File: config.mk
export PLATFORM = sky130hd
export DESIGN_NAME = stage_if
export DESIGN_NICKNAME = d
export VERILOG_FILES = /design/src/rtl/stage_if.sv
export SDC_FILE = /design/constraint.sdc
export NUM_CORES = 1
export LEC_CHECK = 0
export ABC_AREA = 0
export CAP_MARGIN = 20
export CORE_ASPECT_RATIO = 0.9
export CORE_MARGIN = 5
export CORE_UTILIZATION = 50
export DETAILED_ROUTE_END_ITERATION = 10
export PLACE_DENSITY = 0.88
export SYNTH_ARGS = -nofsm -noshare
export SYNTH_HDL_FRONTEND = slang
export SYNTH_SLANG_ARGS = --single-unit
export TNS_END_PERCENT = 100
File: constraint.sdc
create_clock -name clk -period 2.9 [get_ports clk]
set_input_delay 0.435 -clock clk [delete_from_list [all_inputs] [get_ports clk]]
set_output_delay 0.435 -clock clk [all_outputs]
set_load 0.005 [all_outputs]
File: src/rtl/stage_if.sv
// Instruction-fetch stage: fetches each 32-bit instruction as four byte reads over a shared
// byte-wide memory port, assembles them little-endian and hands a registered {pc, inst, valid} to ID.
module stage_if #(
  parameter logic [31:0] RESET_PC = 32'h0000_0000
) (
  input  logic        clk,
  input  logic        rst,
  input  logic        rdy,
  input  logic        mem_grant_i,
  input  logic [7:0]  mem_din_i,
  output logic        mem_req_o,
  output logic [31:0] mem_a_o,
  input  logic        stall_i,
  input  logic        branch_enable_i,
  input  logic [31:0] branch_addr_i,
  output logic [31:0] pc_o,
  output logic [31:0] inst_o,
  output logic        inst_valid_o
);

  logic [31:0]      fetch_pc_q, fetch_pc_d;
  logic [2:0]       issue_idx_q, issue_idx_d;
  logic [2:0]       cnt_q, cnt_d;
  logic             pending_q, pending_d;
  logic [3:0][7:0]  buf_q, buf_d;
  logic [31:0]      pc_q, pc_d;
  logic [31:0]      inst_q, inst_d;
  logic             valid_q, valid_d;

  logic redirect;
  logic handoff;

  // Only the valid instruction sitting in ID may redirect, and a stall defers it.
  always_comb begin
    redirect  = branch_enable_i & valid_q & ~stall_i;
    handoff   = (cnt_q == 3'd4) & ~stall_i & ~redirect;
    mem_req_o = ~rst & rdy & mem_grant_i & (issue_idx_q < 3'd4) & ~redirect & ~handoff;
    mem_a_o   = rst ? 32'h0 : fetch_pc_q + 32'(issue_idx_q);
  end

  // NOTE: every next-state variable gets a default first so this block can never infer a latch.
  always_comb begin
    fetch_pc_d  = fetch_pc_q;
    issue_idx_d = issue_idx_q;
    cnt_d       = cnt_q;
    pending_d   = pending_q;
    buf_d       = buf_q;
    pc_d        = pc_q;
    inst_d      = inst_q;
    valid_d     = valid_q;

    if (rdy) begin
      pending_d = mem_req_o;
      if (mem_req_o) issue_idx_d = issue_idx_q + 3'd1;
      // A pending byte always lands while cnt < 4, so the low two bits index the buffer.
      if (pending_q) begin
        buf_d[cnt_q[1:0]] = mem_din_i;
        cnt_d             = cnt_q + 3'd1;
      end

      if (redirect) begin
        fetch_pc_d  = branch_addr_i & 32'hFFFF_FFFC;
        issue_idx_d = 3'd0;
        cnt_d       = 3'd0;
        pending_d   = 1'b0;
        inst_d      = 32'h0;
        valid_d     = 1'b0;
      end else if (!stall_i) begin
        if (handoff) begin
          pc_d        = fetch_pc_q;
          inst_d      = buf_q;
          valid_d     = 1'b1;
          fetch_pc_d  = fetch_pc_q + 32'd4;
          issue_idx_d = 3'd0;
          cnt_d       = 3'd0;
        end else begin
          inst_d  = 32'h0;
          valid_d = 1'b0;
        end
      end
    end
  end

  // NOTE: sequential state uses non-blocking assignments so every flop samples pre-edge values.
  always_ff @(posedge clk) begin
    if (rst) begin
      fetch_pc_q  <= RESET_PC;
      issue_idx_q <= 3'd0;
      cnt_q       <= 3'd0;
      pending_q   <= 1'b0;
      pc_q        <= 32'h0;
      inst_q      <= 32'h0;
      valid_q     <= 1'b0;
    end else begin
      fetch_pc_q  <= fetch_pc_d;
      issue_idx_q <= issue_idx_d;
      cnt_q       <= cnt_d;
      pending_q   <= pending_d;
      pc_q        <= pc_d;
      inst_q      <= inst_d;
      valid_q     <= valid_d;
    end
  end

  // NOTE: the byte buffer has no reset; each slot is written before cnt reaches 4 and it is read.
  always_ff @(posedge clk) begin
    buf_q <= buf_d;
  end

  assign pc_o         = pc_q;
  assign inst_o       = inst_q;
  assign inst_valid_o = valid_q;

endmodule

==> Yosys cells after proc, flatten, opt, wreduce, memory -nomap -nowiden <==
Index checks and enable logic that the tools add are counted.
{ "totals": {"regBits": 136, "word_cells": 61, "out_inout_bits": 98} }
{ "op_classes": {"n_reduce_logical": 6, "magnitude_cmp": 3, "n_bitwise": 13, "eq_ne": 2, "muxes": 22, "addsub": 4} }
{ "op_table": {"columns": ["cell", "count"], "rows": [
  ["two-way mux 32 bit", 7],
  ["adder 32 x 3 -> 32 bit", 1],
  ["adder 32 x 3 -> 32 bit (second input constant)", 1],
  ["bitwise mux 32 bit", 1],
  ["two-way mux 3 bit", 8],
  ["demux 8 bit (select 2 bit)", 1],
  ["AND 1 bit", 9],
  ["two-way mux 8 bit", 1],
  ["adder 3 x 1 -> 3 bit (second input constant)", 2],
  ["two-way mux 1 bit", 4],
  ["inverter 1 bit", 4],
  ["AND reduction 2 bit", 2],
  ["AND reduction 4 bit", 1],
  ["== test 3 bit (second input constant)", 1],
  ["< comparator 2 x 3 -> 1 bit (second input constant)", 1],
  ["< comparator 3 bit (second input constant)", 1],
  ["AND reduction 3 bit", 1],
  ["greater-or-equal comparator 2 x 1 -> 1 bit (second input constant)", 1],
  ["!= test 2 x 1 -> 1 bit (second input constant)", 1],
  ["nonzero test 2 bit", 1],
  ["logical AND 1 bit", 1]
]} }

==> Depth between registers and ports, before layout <==
{ "depth": {"word_depth": 10, "depth_mapped": 9, "ltp_nobuf": 7} }

==> Worst setup path before layout <==
Ideal clock, no wire load.
{ "synth_path": {"kind": "register to output", "startpoint": "reg fetch_pc_q[2]", "endpoint": "out mem_a_o[18]", "required_time_ns": 2.465, "slack_ns": 0.688, "arrival_ns": 1.777, "path_buffers": 0, "stages_incl_launch_ff": 7, "path_cell_list": "dfxtp_1 -> ha_1 -> nand4_1 -> nor4_2 -> nand3_1 -> xor2_1 -> nor2_1"} }
{ "synth_via": {"elab_chain_len": 2} }
{ "synth_rtl": {"columns": ["item", "line_no", "rtl"], "rows": [
  ["from (decl)", "21", "logic [31:0] fetch_pc_q, fetch_pc_d;"],
  ["from (signal assigned)", "95", "fetch_pc_q <= fetch_pc_d;"],
  ["adder 32 x 3 -> 32 bit", "38", "mem_a_o = rst ? 32'h0 : fetch_pc_q + 32'(issue_idx_q);"],
  ["two-way mux 32 bit", "38", null],
  ["to (decl)", "12", "output logic [31:0] mem_a_o,"]
]} }
No other way between the ends.

==> Final worst setup path <==
{ "layout_path": {"startpoint": "reg issue_idx_q[2]", "endpoint": "out mem_a_o[12]"} }
{ "layout_via": {"elab_chain_len": 2} }
{ "layout_rtl": {"columns": ["item", "line_no", "rtl"], "rows": [
  ["from (decl)", "22", "logic [2:0] issue_idx_q, issue_idx_d;"],
  ["from (signal assigned)", "96", "issue_idx_q <= issue_idx_d;"],
  ["adder 32 x 3 -> 32 bit", "38", null],
  ["two-way mux 32 bit", "38", null]
]} }
No other way between the ends.

==> metrics.md <==
| Metric | Value |
|---|---|
| Status | `completed` |
| Fin crit share | `a little over nine tenths` |
| Relative slew margins | `roughly 64%` |
| Layout cells sized above 1 | `14.32%` |
| Commonest non-fill, non-tap cell in the layout | `clkdlybuf4s50_1` |
| Psw | `916.2 µW` |
| Max_cap viols | `0` |
| Clock Sinks | `132` |
| DP Cell Count | `between 900 and 1k` |
| Pwr Density | `around 500 mW/mm²` |
| GRT Total Usage | `25.19%` |
| DR vias/cell | `5.882` |
| Core Footprint | `0.01193 mm²` |
| Via count | `5911` |
| Worst-Margin Slew | `~0.53 ns` |
| Syn Area/Cell | `8.869 µm²` |
| Final Hold Viols | `0` |
| Cell Rows | `38` |
| CTS tree | `yes` |
| Grt total ovfl | `0` |
| TritonCTS Buffers | `17` |
| CTS Hold Bufs | `0` |
| First drt pass iteration count | `7` |
| Diodes inserted | `0` |
| Placer Congestion | `0.9381` |
| Clock Pin Slew Worst Setup and Hold Paths | `0.06 ns` |
| I/O Buffers | `139` |
| Synth unique cells | `60` |
| Synthesized instance count | `681` |
| Initial Util | `50.61%` |
| Vias in the first global route | `5696` |
| Root buffer cell | `clkbuf_16` |
| Non-Filler Instances | `1005` |
| Peak supply drop | `between 0.0003 and 0.0004 V` |
| Final core occ | `between 70% and 80%` |
| Pwr Total | `4264 µW` |
| Largest net degree at the start of global routing | `51` |
| Final Max Slew Viols | `0` |
| Critical Path RT | `2.47 ns` |
| Number of synthesized flops with an enable pin | `32` |
| Worst hold path class | `in -> reg` |
| WL final | `around 18000 µm` |
| Internal Pwr Total | `~3300 µW` |
| Clock Skew | `0.009550 ns` |
| Sequential area share after synthesis | `49.06%` |
| Worst setup margin | `about 0.061 ns` |
| HPWL Detailed | `12670 µm` |
| Achievable clock frequency | `352.3 MHz` |
| Top Ports | `around 140` |
| Number of antenna violations at the first check in global routing | `0` |
| WS Path Type | `reg -> out` |
| Yosys reg bits | `132` |
| Remaining antenna violation count | `0` |
| Most frequent cells in the layout | `clkdlybuf4s50_1, nand2_1, dfxtp_1, nor2_1, buf_4` |
| Lkg Pwr | `0.003207 µW` |
| Cell Area, Synth | `0.006040 mm²` |
| Die ar. | `between 0.01 and 0.015 mm²` |
| Min cycle time layout | `2.839 ns` |
| Final #Nets | `885` |
| CP Capture Type | `output pin` |
| CTS H-Tree Depth | `4` |
| Combinational Power Share | `under 10%` |
| Clock network power share | `52.1%` |
| Critical path launch point type | `flip-flop` |
| Syn-to-layout area delta | `41.70%` |
| Die height | `114.3 µm` |
| Synth warnings | `0` |
| DRC errors left | `0` |
| Final setup fails | `0` |
| CTS Buffer Depth | `2` |
| Wire per inst | `18.26 µm` |
| Top FF cell, synth | `dfxtp_1` |
| Worst-path fanout max | `5` |
| Starting DRT DRC Count | `between 500 and 600` |
| Final non-filler cell area | `0.008558 mm²` |
| Register share of total power | `44.4%` |
| Synth top area share | `33.15%` |
| Global-route wire length before repair | `29040 µm` |
| Asr flop ratio synth | `0%` |
| Synth top area cells | `dfxtp_1, edfxtp_1, nand2_1` |
| Die Wd | `125.9 µm` |
| Switching share of power | `21.49%` |
| Pre-CTS WS | `0.1450 ns` |
| Dpl cell area | `0.007719 mm²` |
| Biggest area consumer among synthesized cells | `dfxtp_1` |
| Worst EP arrival | `2.40 ns` |
| Worst-Skew Late Latency | `0.42 ns` |
flip-flops by register name, indices dropped and copies added, names as in the netlist:
name / flops
buf_q: 32
inst_o: 32
fetch_pc_q: 30
pc_o: 30
cnt_q: 3
issue_idx_q: 3
inst_valid_o: 1
pending_q: 1
synth_stat cells, drive strengths merged, types with 6 or more instances:
| master | count |
|---|---|
| a211oi | 6 |
| a21oi | 47 |
| a22oi | 38 |
| a31oi | 8 |
| and3 | 14 |
| and4 | 6 |
| buf | 19 |
| clkbuf | 41 |
| dfxtp | 100 |
| edfxtp | 32 |
| ha | 7 |
| inv | 9 |
| nand2 | 94 |
| nand3 | 28 |
| nand4 | 14 |
| nor2 | 90 |
| nor3 | 13 |
| nor4 | 7 |
| o21ai | 21 |
| xnor2 | 10 |
| xor2 | 21 |
power groups by stage:
| stage | sequential (µW) | clock (µW) | combinational, µW |
|---|---|---|---|
| floorplan | 1930 | 0 | 52.3 |
| global placement | 1930 | 0 | 143 |
| detailed placement | 1930 | 0 | 146 |
| CTS | 1890 | 2250 | 148 |
| global route | 1890 | 2340 | 159 |
| finish | 1890 | 2220 | 149 |
worst max-delay path: stages (launching register included):
cell,delay (ns)
dfxtp_4,0.37
ha_4,0.16
nand4_1,0.17
buf_4,0.21
nor2_4,0.16
nand3_1,0.14
xor2_1,0.18
nor2_1,0.09
clkdlybuf4s50_1,0.50
routing by layer:
metal,track usage [%],up-vias,share of wire [%]
li1,-,2736,-
met5,0,-,0
met3,6.297,43,8.4
met1,31.50,2806,40
met2,41.16,326,48
met4,12.01,0,3.0
area by class of cell:
cell class                 instances  area [µm²]
clock buffer                      19       442.9
inverter                           9       33.78
timing repair buffer             191        1837
tap                              160       200.2
multi-input combinational        481        2889
fill                             831        3376
clock inverter                    13       173.9
sequential                       132        2982
metrics by stage:
| step | setup TNS [ns] | hold WS, ns |
|---|---|---|
| finish | 0 | 0.3849 |
| global route | -0.07441 | 0.3839 |
| CTS | 0 | 0.3740 |
| detailed placement | 0 | 0.4469 |
| global placement | 0 | 0.4432 |
| floorplan | 0 | 0.4455 |
final timing paths:
kind                                             startpoint                          end  slack (ns)  cells past startpoint
worst max-delay path            issue_idx_q[2]$_SDFFE_PP0P_                  mem_a_o[12]        0.06                      8
worst min-delay path                                    rst      inst_o[12]$_SDFFE_PP0P_        0.38                      2
worst max register to register        cnt_q[0]$_SDFFE_PP0P_  fetch_pc_q[14]$_SDFFE_PP0P_        0.66                      7
worst min register to register        pc_o[21]$_SDFFE_PP0P_        pc_o[21]$_SDFFE_PP0P_        0.45                      2
cells by family (layout without fill, tap and decap cells):
kind of cell | Yosys count | in the layout | share of synthesized area (%)
simple gates | 284 | 284 | 22.85
compound gates | 154 | 154 | 16.78
flops | 132 | 132 | 49.06
buf+inv | 69 | 232 | 4.806
xor+xnor | 31 | 31 | 4.496
fa+ha+maj | 7 | 7 | 1.450
mux | 3 | 3 | 0.4972
other cells | 1 | 2 | 0.06209
timing repair:
| item | 4_1_cts | 5_1_grt |
|---|---|---|
| setup buffers | 2 | 9 |
| pin swaps | 3 | 4 |
| gates cloned | 0 | 0 |
| resized for setup | 16 | 29 |
| endpoints found under the setup margin | 21 | 16 |
Note: power is estimated with default switching activity, not from simulation.
